--- config.mk ---
export PLATFORM = sky130hd
export DESIGN_NAME = i2s_pixel_packer
export DESIGN_NICKNAME = d
export VERILOG_FILES = /design/src/rtl/i2s_pixel_packer.sv
export SDC_FILE = /design/constraint.sdc
export NUM_CORES = 1
export LEC_CHECK = 0
export BUFFER_PORTS_ARGS = -buffer_cell sky130_fd_sc_hd__clkbuf_2
export CAP_MARGIN = 10
export CORE_MARGIN = 2
export CORE_UTILIZATION = 55
export CTS_CLUSTER_DIAMETER = 50
export DETAILED_ROUTE_END_ITERATION = 6
export HOLD_SLACK_MARGIN = 0.12
export PLACE_DENSITY = 0.76
export SLEW_MARGIN = 20
export SYNTH_ARGS = -nofsm -noshare
export SYNTH_HDL_FRONTEND = slang
export SYNTH_SLANG_ARGS = --single-unit
export TNS_END_PERCENT = 100
--- constraint.sdc ---
create_clock -name pclk -period 5 [get_ports pclk]
set_input_delay 1 -clock pclk [delete_from_list [all_inputs] [get_ports pclk]]
set_output_delay 1 -clock pclk [all_outputs]
set_load 0.01 [all_outputs]
--- src/rtl/i2s_pixel_packer.sv ---
`default_nettype none
// ============================================================================
// Module      : i2s_pixel_packer
// Description : Packs an RGB888 pixel stream into 96-bit words of four pixels
//               and buffers them for a downstream I2S video serializer.
//               Frames are delimited by pix_sop/pix_eop; a short final word is
//               completed with PAD_PIXEL. Pixels outside a frame (or a partial
//               word abandoned by a new sop) are counted in overflow_cnt.
// Ports       : pclk, reset            - clock, synchronous active-high reset
//               pix_data/valid/sop/eop - pixel input stream
//               pix_ready              - pixel accepted when valid && ready
//               cts                    - downstream clear-to-send
//               disp_data, datavalid   - head word of the output buffer
//               v_sync                 - head word is the first of a frame
//               overflow_cnt           - saturating dropped-pixel counter
// Revision    : 1.0 - initial release
// ============================================================================
module i2s_pixel_packer #(
    parameter logic [23:0] PAD_PIXEL  = 24'h000000,
    parameter int          FIFO_DEPTH = 4
) (
    input  logic        pclk,
    input  logic        reset,
    input  logic [23:0] pix_data,
    input  logic        pix_valid,
    input  logic        pix_sop,
    input  logic        pix_eop,
    output logic        pix_ready,
    input  logic        cts,
    output logic [95:0] disp_data,
    output logic        datavalid,
    output logic        v_sync,
    output logic [15:0] overflow_cnt
);

    localparam int              c_AW    = (FIFO_DEPTH > 1) ? $clog2(FIFO_DEPTH) : 1;
    localparam logic [c_AW:0]   c_DEPTH = FIFO_DEPTH[c_AW:0];

    typedef enum logic [1:0] {
        S_IDLE  = 2'd0,
        S_PACK  = 2'd1,
        S_FLUSH = 2'd2
    } state_t;

    // Packer state. Only lanes 0..2 are held; lane 3 goes straight into the push.
    state_t         r_state_q, w_state_d;
    logic [1:0]     r_lane_q,  w_lane_d;
    logic [71:0]    r_word_q,  w_word_d;
    logic           r_sof_q,   w_sof_d;
    logic [15:0]    r_ovf_q,   w_ovf_d;

    // Output buffer: {sof, word} per entry
    logic [96:0]    r_mem_q [FIFO_DEPTH];
    logic [c_AW-1:0] r_wr_ptr_q, w_wr_ptr_d;
    logic [c_AW-1:0] r_rd_ptr_q, w_rd_ptr_d;
    logic [c_AW:0]  r_count_q,  w_count_d;

    logic           w_full;
    logic           w_datavalid;
    logic           w_pop;
    logic           w_space;
    logic           w_ready;
    logic           w_accept;
    logic           w_push;
    logic [96:0]    w_push_data;
    logic [96:0]    w_head;
    logic [95:0]    w_flush_word;
    logic [2:0]     w_drop_n;
    logic [16:0]    w_ovf_sum;

    assign w_full      = (r_count_q == c_DEPTH);
    assign w_datavalid = (r_count_q != '0) && !reset;
    assign w_pop       = w_datavalid && cts;
    assign w_head      = r_mem_q[r_rd_ptr_q];
    // A pop in the same cycle frees the slot the push is about to use.
    assign w_space     = !w_full || w_pop;

    always_comb begin
        w_ready = 1'b0;
        if (!reset) begin
            case (r_state_q)
                S_IDLE:  w_ready = 1'b1;
                S_PACK:  w_ready = w_space;
                default: w_ready = 1'b0;
            endcase
        end
    end

    assign w_accept = pix_valid && w_ready;

    // Held lanes below r_lane_q are real pixels; the rest become padding.
    always_comb begin
        w_flush_word[23:0] = PAD_PIXEL;
        for (int i = 0; i < 3; i++) begin
            w_flush_word[95-24*i -: 24] = (2'(i) < r_lane_q) ? r_word_q[71-24*i -: 24]
                                                             : PAD_PIXEL;
        end
    end

    always_comb begin
        w_state_d   = r_state_q;
        w_lane_d    = r_lane_q;
        w_word_d    = r_word_q;
        w_sof_d     = r_sof_q;
        w_drop_n    = 3'd0;
        w_push      = 1'b0;
        w_push_data = '0;
        case (r_state_q)
            S_IDLE: begin
                if (w_accept) begin
                    if (pix_sop) begin
                        w_word_d[71:48] = pix_data;
                        w_lane_d        = 2'd1;
                        w_sof_d         = 1'b1;
                        w_state_d       = pix_eop ? S_FLUSH : S_PACK;
                    end else begin
                        w_drop_n = 3'd1;
                    end
                end
            end
            S_PACK: begin
                if (w_accept) begin
                    if (pix_sop) begin
                        // Restart: the lanes already held are abandoned.
                        w_drop_n        = {1'b0, r_lane_q};
                        w_word_d[71:48] = pix_data;
                        w_lane_d        = 2'd1;
                        w_sof_d         = 1'b1;
                        w_state_d       = pix_eop ? S_FLUSH : S_PACK;
                    end else if (r_lane_q == 2'd3) begin
                        w_push      = 1'b1;
                        w_push_data = {r_sof_q, r_word_q, pix_data};
                        w_lane_d    = 2'd0;
                        w_sof_d     = 1'b0;
                        if (pix_eop) begin
                            w_state_d = S_IDLE;
                        end
                    end else begin
                        case (r_lane_q)
                            2'd0:    w_word_d[71:48] = pix_data;
                            2'd1:    w_word_d[47:24] = pix_data;
                            default: w_word_d[23:0]  = pix_data;
                        endcase
                        w_lane_d = r_lane_q + 2'd1;
                        if (pix_eop) begin
                            w_state_d = S_FLUSH;
                        end
                    end
                end
            end
            S_FLUSH: begin
                if (w_space) begin
                    w_push      = 1'b1;
                    w_push_data = {r_sof_q, w_flush_word};
                    w_lane_d    = 2'd0;
                    w_sof_d     = 1'b0;
                    w_state_d   = S_IDLE;
                end
            end
            default: w_state_d = S_IDLE;
        endcase
    end

    assign w_ovf_sum = {1'b0, r_ovf_q} + {14'd0, w_drop_n};
    assign w_ovf_d   = w_ovf_sum[16] ? 16'hFFFF : w_ovf_sum[15:0];

    always_comb begin
        w_wr_ptr_d = w_push ? r_wr_ptr_q + 1'b1 : r_wr_ptr_q;
        w_rd_ptr_d = w_pop  ? r_rd_ptr_q + 1'b1 : r_rd_ptr_q;
        case ({w_push, w_pop})
            2'b10:   w_count_d = r_count_q + 1'b1;
            2'b01:   w_count_d = r_count_q - 1'b1;
            default: w_count_d = r_count_q;
        endcase
    end

    always_ff @(posedge pclk) begin
        if (reset) begin
            r_state_q  <= S_IDLE;
            r_lane_q   <= 2'd0;
            r_word_q   <= '0;
            r_sof_q    <= 1'b0;
            r_ovf_q    <= 16'd0;
            r_wr_ptr_q <= '0;
            r_rd_ptr_q <= '0;
            r_count_q  <= '0;
        end else begin
            r_state_q  <= w_state_d;
            r_lane_q   <= w_lane_d;
            r_word_q   <= w_word_d;
            r_sof_q    <= w_sof_d;
            r_ovf_q    <= w_ovf_d;
            r_wr_ptr_q <= w_wr_ptr_d;
            r_rd_ptr_q <= w_rd_ptr_d;
            r_count_q  <= w_count_d;
        end
    end

    // Storage needs no reset: an empty buffer is never shown on disp_data.
    always_ff @(posedge pclk) begin
        if (w_push && !reset) begin
            r_mem_q[r_wr_ptr_q] <= w_push_data;
        end
    end

    assign pix_ready    = w_ready;
    assign datavalid    = w_datavalid;
    assign disp_data    = w_datavalid ? w_head[95:0] : 96'h0;
    assign v_sync       = w_datavalid && w_head[96];
    assign overflow_cnt = r_ovf_q;

endmodule
`default_nettype wire
Word level (Yosys, flattened, before mapping)
Memories as Yosys holds them, arrays and structs flattened. A register that Yosys moved wholly into a read port is not among the register bits.
Index checks and enable logic that the tools add are counted.
Word-level totals
  word-level logic and storage cells: 119
  memories kept: 1
  bits in registers: 100
  output and inout port bits: 115
  RAM bits: 388
  bits of input ports: 30
Memory list
  r_mem_q: depth 4, bits a word 97, rd ports 1, clocked after memory_dff 1, write ports 1, line 53  | logic [96:0] r_mem_q [FIFO_DEPTH];
Cells by class
  order comparisons: 3
  $add $sub $neg: 6
  bitwise logic cells: 3
  multiplexer cells: 60
  equal/unequal tests: 15
  reduce and logical (&&, ||, !) cells: 21
Operators by type and width (count)
  97-bit two-way mux: 4
  24-bit two-way mux: 9
  97-bit case mux with 2 select lines: 1
  72-bit two-way mux: 2
  96-bit two-way mux: 1
  48-bit two-way mux: 1
  24-bit case mux with 2 select lines: 1
  2-bit two-way mux: 18
  5-bit AND reduction: 4
  16-bit by 3-bit adder with 17-bit output: 1
  16-bit two-way mux: 1
  1-bit two-way mux: 15
  2-bit case mux with 3 select lines: 2
  6-bit AND reduction: 2
  3-bit inequality test, second input constant: 3
  2-bit inequality test, second input constant: 4
  2-bit by 1-bit adder with 2-bit output, second input constant: 3
  2-bit by 1-bit == test with 1-bit output, second input constant: 3
  2-bit == test, second input constant: 3
  3-bit case mux with 2 select lines: 1
  3-bit nonzero test: 2
  1-bit logical AND: 5
  2-bit zero test: 2
  1-bit by 2-bit less-than comparator with 1-bit output, first input constant: 2
  other kinds (13): 18

Depth between registers and ports, before layout
Gate-level depths: netlist of run 1.
  word-level depth: 12
  depth in mapped cells: 14
  gate-level depth less buffers: 13

Least setup slack after synthesis of run 1
Ideal clock, no wire load.
  kind: in2reg
  start point: input port reset
  end point: memory r_mem_q[0][0] (enable)
  slack: 0.332 ns
  arrival: 4.201 ns
  stages: 5
  path buffers: 0
  setup time: 0.467 ns
  required time: 4.533 ns
  path through: nand2b_4 -> a41oi_4 -> and3_4 -> o21a_4 -> and3_1
On the way
  word-level cells in the longest chain between the ends: 12
RTL lines
  from (decl): line 23  | input logic reset,
  1-bit zero test: line 72, 201
  1-bit logical AND: line 72  | assign w_datavalid = (r_count_q != '0) && !reset;
  1-bit logical AND: line 73  | assign w_pop = w_datavalid && cts;
  1-bit logical OR: line 76  | assign w_space = !w_full || w_pop;
  1-bit case mux with 2 select lines: line 81  | case (r_state_q)
  1-bit two-way mux: line 80  | if (!reset) begin
  1-bit logical AND: line 89  | assign w_accept = pix_valid && w_ready;
  1-bit two-way mux: line 122  | if (w_accept) begin
  1-bit case mux with 2 select lines: line 108  | case (r_state_q)
  1-bit logical AND (*): line 201  | if (w_push && !reset) begin
  1-bit two-way mux (*): line 201
  1-bit two-way mux (not written as such) (*): line 202  | r_mem_q[r_wr_ptr_q] <= w_push_data;
  to (decl): line 53
Every way passes the cells marked *; elsewhere a longest branch is shown, timed or not.

==> run metrics, run 1 <==
synth top area cells edfxtp_1 (59%), mux4_2 (11%), dfxtp_1 (10%); Tcrit/Tclk final 74.57%; post-synth design cell area 19,590 sq um; antenna viol nets, final 0; first-pass GRT wire length 62,620 um; commonest cells after routing, fill and taps aside edfxtp_1 (388), and2_1 (195), clkbuf_2 (143); number of max-slew violations in the final report 0; port buffer count 144; top_reg_cell synth edfxtp_1; Crit path required time 4000 ps; count of instances resized after the clock tree is built 0; Syn. warnings 0; min cycle time layout 3728 ps; commonest non-fill, non-tap cell in the layout edfxtp_1; via count of the first global-routing pass 10,760; overall routing resource usage 22.82%; number of antenna violations at the first check in global routing 2; total grt overflow 0; result of the run finished clean; fin cells 1,870; die area 37,150 sq um; clock buffer count from CTS 48; Starting Density 55.49%; Nets 1,417; share of the synthesized area in the top cell type 59.47%; IR drop worst, VDD 260.5 uV; number of remaining DRC errors 0; element type at the critical path start register; number of top-level pins 145; HPWL reported at the end of detailed placement 25,350 um; net count after synthesis 1,263; number of distinct library cells after synthesis 52; height of the die 192.7 um; category of the worst setup path capture point output pin; DRT Wirelength 41,530 um; sum of negative setup slack 0 ps; CP arrival 2730 ps; count of endpoints failing hold in the final timing report 0; Reg clk slew, reported paths 60 ps; final worst-path setup slack 1272 ps; Max Buffers Root-to-Sink 3; root cell of the clock tree clkbuf_16; class of the worst hold path reg2reg; EDFF count, synth 388; Routability Congestion 0.8355; antenna diode instance count 0; area leader, netlist edfxtp_1; setup violators final 0; fmax 268.2 MHz; # rows 69; setup repair after global routing missed its margin no; biggest fanout along the worst timing path 42; Seq cells post-synth 490; Least-Margin Pin Slew 964.1 ps; worst-case setup slack after placement 1210 ps; sequential cell area fraction in the yosys report 69.89%; Via-to-Cell Ratio 5.756; number of DRC markers after the initial detailed-route iteration 904; 1st-pass router iterations 5; Core Area 35,310 sq um; H-tree Lvls 2; clock tree from TritonCTS built; cell total after placement 1,781; number of buffers inserted for hold repair after clock tree synthesis 0; max-cap violation count 0; number of sinks driven by the clock tree 490; Pleak 8.036 nW; Crit Path Category reg2out; worst-case headroom to the max-slew limit 35.58%; pwr/cell area 405.4 nW/um^2; wire per inst 22.21 um; floorplan die width 192.7 um; share of flip-flops with an asynchronous set or reset 0%; maximum number of pins on one net before global-route repair 53; layout cells sized above 1 26.12%; area growth from synthesis to layout 15.10%; worst-case clock skew 24.12 ps; number of standard cells after synthesis 1,216; routed via count 10,760; synthesized area divided by synthesized cell count 16.11 sq um; post-CTS setup buffer count 0; clock insertion delay at the later pin of the skew report 550 ps
## metrics by stage
step | utilization (%) | power [mW] | instance area (sq um) | hold WS (ps)
2_1_floorplan | - | 5.232 | 19590 | 427.3
3_5_place_dp | 59.17 | 5.556 | 20890 | 441.4
6_report | 63.87 | 9.143 | 22550 | 446.2
3_3_place_gp | 59.14 | 5.533 | 20880 | 434.0
5_1_grt | 63.87 | 9.449 | 22550 | 458.8
4_1_cts | 63.87 | 9.202 | 22550 | 450.1
## per-layer routing
layer	GRT usage (%)	vias to the layer above	routed length, um
met4	8.984	0	1690
li1	-	4834	-
met2	36.86	399	20030
met1	30.71	5437	16860
met5	0	-	0
met3	4.655	94	2954
## registers in the layout (all words and copies together), names as in the netlist, named ones only
register	flops
overflow_cnt	16
r_state_q	2
r_rd_ptr_q	2
r_sof_q	1
r_lane_q	2
r_mem_q	388
r_count_q	3
r_wr_ptr_q	2
r_word_q	72
## cell type report
cell class,count,area [sq um]
clock buffers,68,1396
clock inverters,21,261.5
fillers,2497,12760
inverters,19,71.32
multi-input cells,642,5547
flip-flops and latches,490,13700
well taps,461,576.8
repair buffers,169,998.5
## power breakdown
group / switching (mW) / internal [mW] / total [mW]
Sequential: 0.0722 / 4.45 / 4.53
Combinational: 0.558 / 0.380 / 0.938
Clock: 1.47 / 2.21 / 3.68
## cell families (layout without fill, tap and decap cells)
logic type               after synthesis  in the layout  synth area share [%]
AO/OA/AOI/OAI                         93             93                 2.982
XOR/XNOR                              15             15                0.6706
adder cells (fa/ha/maj)               17             17                 1.162
buffers and inverters                 84            277                 1.992
flip-flops                           490            490                 69.89
multiplexers                         125            125                 12.61
AND/OR/NAND/NOR                      392            392                 10.69
## worst max-delay path, cell delays in order, from the launching register on
cell      delay [ps]
dfxtp_4          930
buf_4            390
mux4_2           530
and2_1           190
clkbuf_2         130
## Yosys cell counts, drive strengths merged (3+ instances only)
cell type    n
edfxtp     388
and2       195
nand2      110
dfxtp      102
mux4        97
a21oi       68
nor2        47
buf         34
clkbuf      31
mux2i       26
inv         19
ha          15
xor2        14
and3        13
nand4        7
nand3        6
o21ai        4
a31oi        3
nand2b       3
nor2b        3
## path summary, 6_finish.rpt
kind / start / to / slack (ps) / cells past startpoint
setup / recovery: register / disp_data[10] / 1270 / 4
hold / removal: r_word_q[1]$_SDFFE_PP0P_ / r_word_q[1]$_SDFFE_PP0P_ / 450 / 2
setup reg to reg: r_state_q[0]$_SDFFE_PP0P_ / overflow_cnt[0]$_SDFF_PP0_ / 1600 / 10
hold reg to reg: r_word_q[1]$_SDFFE_PP0P_ / r_word_q[1]$_SDFFE_PP0P_ / 450 / 2
No activity file was read; power rests on OpenSTA's default activity.
==> inputs of run 2 (changes only) <==
==> constraint.sdc (replaced) <==
create_clock -name pclk -period 3.5 [get_ports pclk]
set_input_delay 0.7 -clock pclk [delete_from_list [all_inputs] [get_ports pclk]]
set_output_delay 0.7 -clock pclk [all_outputs]
set_load 0.01 [all_outputs]
==> run metrics, run 2 (synthesis results as in run 1) <==
port buffer count 144; routed via count 10,850; start point of the critical path r_state_q[1]$_SDFFE_PP0P_; clock buffer count from CTS 47; min cycle time layout 3193 ps; worst-case headroom to the max-slew limit 48.61%; layout cells sized above 1 24.91%; number of buffers inserted for hold repair after clock tree synthesis 0; number of sinks driven by the clock tree 490; Starting Density 55.49%; CP arrival 3640 ps; DRT Wirelength 41,440 um; biggest fanout along the worst timing path 13; antenna viol nets, final 0; proportion of power drawn by combinational gates 11.1%; Pleak 7.935 nW; Max Buffers Root-to-Sink 3; Largest Register r_mem_q; via count of the first global-routing pass 10,680; category of the worst setup path capture point register; H-tree Lvls 2; number of antenna violations at the first check in global routing 0; # rows 69; total grt overflow 0; Int Power 9.512 mW; class of the worst hold path reg2reg; count of instances resized after the clock tree is built 0; worst-case clock skew 24.16 ps; clock share of power 37.1%; post-CTS setup buffer count 0; sum of negative setup slack 0 ps; max-cap violation count 0; Least-Margin Pin Slew 770.8 ps; maximum number of pins on one net before global-route repair 66; root cell of the clock tree clkbuf_16; count of endpoints failing hold in the final timing report 0; hold path endpoint r_word_q[23]$_SDFFE_PP0P_; clock tree from TritonCTS built; setup violators final 0; overall routing resource usage 22.77%; number of top-level pins 145; result of the run finished clean; floorplan die width 192.7 um; Routability Congestion 0.8448; logic depth of the worst register-to-register path 11; IR drop worst, VDD 435.9 uV; commonest non-fill, non-tap cell in the layout edfxtp_1; flip-flop count of the largest register after layout 388; Tcrit/Tclk final 91.23%; fmax 313.2 MHz; clock insertion delay at the later pin of the skew report 550 ps; first-pass GRT wire length 62,510 um; commonest cells after routing, fill and taps aside edfxtp_1 (388), and2_1 (195), clkbuf_2 (143); 1st-pass router iterations 7; pwr/cell area 556.5 nW/um^2; number of fill cells in the layout 2,473; number of DRC markers after the initial detailed-route iteration 1,044; Crit path required time 3940 ps; final worst-path setup slack 306.8 ps; HPWL reported at the end of detailed placement 25,580 um; setup repair after global routing missed its margin no; net switching component of the power 2.929 mW; Switching Fraction 23.54%; area growth from synthesis to layout 14.11%; launch instance of the worst min-delay path r_word_q[23]$_SDFFE_PP0P_; Via-to-Cell Ratio 5.796; Core Area 35,310 sq um; Crit Reg-Reg Endpoint overflow_cnt[2]$_SDFF_PP0_; wire per inst 22.15 um; startpoint of the most critical register-to-register path r_state_q[1]$_SDFFE_PP0P_; number of max-slew violations in the final report 0; setup slack, reg-to-reg 310 ps; Nets 1,420; die area 37,150 sq um; worst-case setup slack after placement 206.3 ps; number of cells on the worst hold path 2; number of remaining DRC errors 0; height of the die 192.7 um; element type at the critical path start register; Crit Path Category reg2reg; sequential fraction of design power 51.8%; Reg clk slew, reported paths 60 ps
==> run 2: cell count changes in the layout (fill, tap and decap cells not counted), moves of 2 or more <==
cell	before	now
buf_12	7	11
clkbuf_8	12	2
clkinvlp_4	2	0
clkinv_1	3	10
clkinv_8	2	0
clkbuf_1	8	16
bufinv_16	5	1
==> run 2: power groups by stage <==
stage                     registers, mW  logic [mW]  clock network [mW]
after global routing               6.46        1.51                4.91
after global placement             6.56        1.37                   0
after floorplan                    6.54       0.926                   0
after CTS                          6.45        1.39                4.67
final                              6.45        1.38                4.62
after detailed placement           6.57        1.38                   0
==> run 2: worst max-delay path by stage <==
stage,endpoint,cells after the start
global route,overflow_cnt[2]$_SDFF_PP0_,11
floorplan,r_mem_q[0][0]$_DFFE_PP_,5
finish,overflow_cnt[2]$_SDFF_PP0_,11
CTS,disp_data[82],4
global placement,overflow_cnt[0]$_SDFF_PP0_,12
detailed placement,overflow_cnt[9]$_SDFF_PP0_,12
==> run 2: final cells by class <==
| class | instances | area [sq um] | area share (%) |
|---|---|---|---|
| diodes | 1 | 2.502 | 0.01119 |
| clock buffers | 65 | 1264 | 5.653 |
| clock inverters | 20 | 126.4 | 0.5653 |
| inverters | 19 | 71.32 | 0.3190 |
| multi-input cells | 642 | 5537 | 24.76 |
| flip-flops and latches | 490 | 13700 | 61.28 |
| well taps | 461 | 576.8 | 2.580 |
| repair buffers | 173 | 1079 | 4.824 |
==> run 2: routing by layer <==
metal,track usage (%),up-vias,routed length [um],part of all wire (%)
met3,3.601,81,2895,7.0
li1,-,4826,-,-
met2,36.66,409,19940,48
met4,8.602,0,1482,3.6
met5,0,-,0,0
met1,31.65,5529,17120,41
==> run 2: per-stage QoR <==
stage	cells	util, %	area, sq um	hold slack (ps)	power (mW)
after global placement	1785	59.37	20960	432.7	7.928
after detailed placement	1785	59.37	20960	439.6	7.952
after CTS	1870	63.31	22350	448.0	12.51
final	1871	63.31	22360	447.5	12.44
after global routing	1870	63.31	22350	470.9	12.87
after floorplan	1216	-	19600	427.3	7.466
==> run 2: critical path: stages, from the launching register on <==
cell and delay [ps]:
dfxtp_1 330, inv_1 100, ha_1 370, inv_1 200, a41oi_4 230, buf_4 200, nand4_1 160, fa_1 430
nor2b_1 150, and3_1 240, nand3_1 400, a21oi_1 300
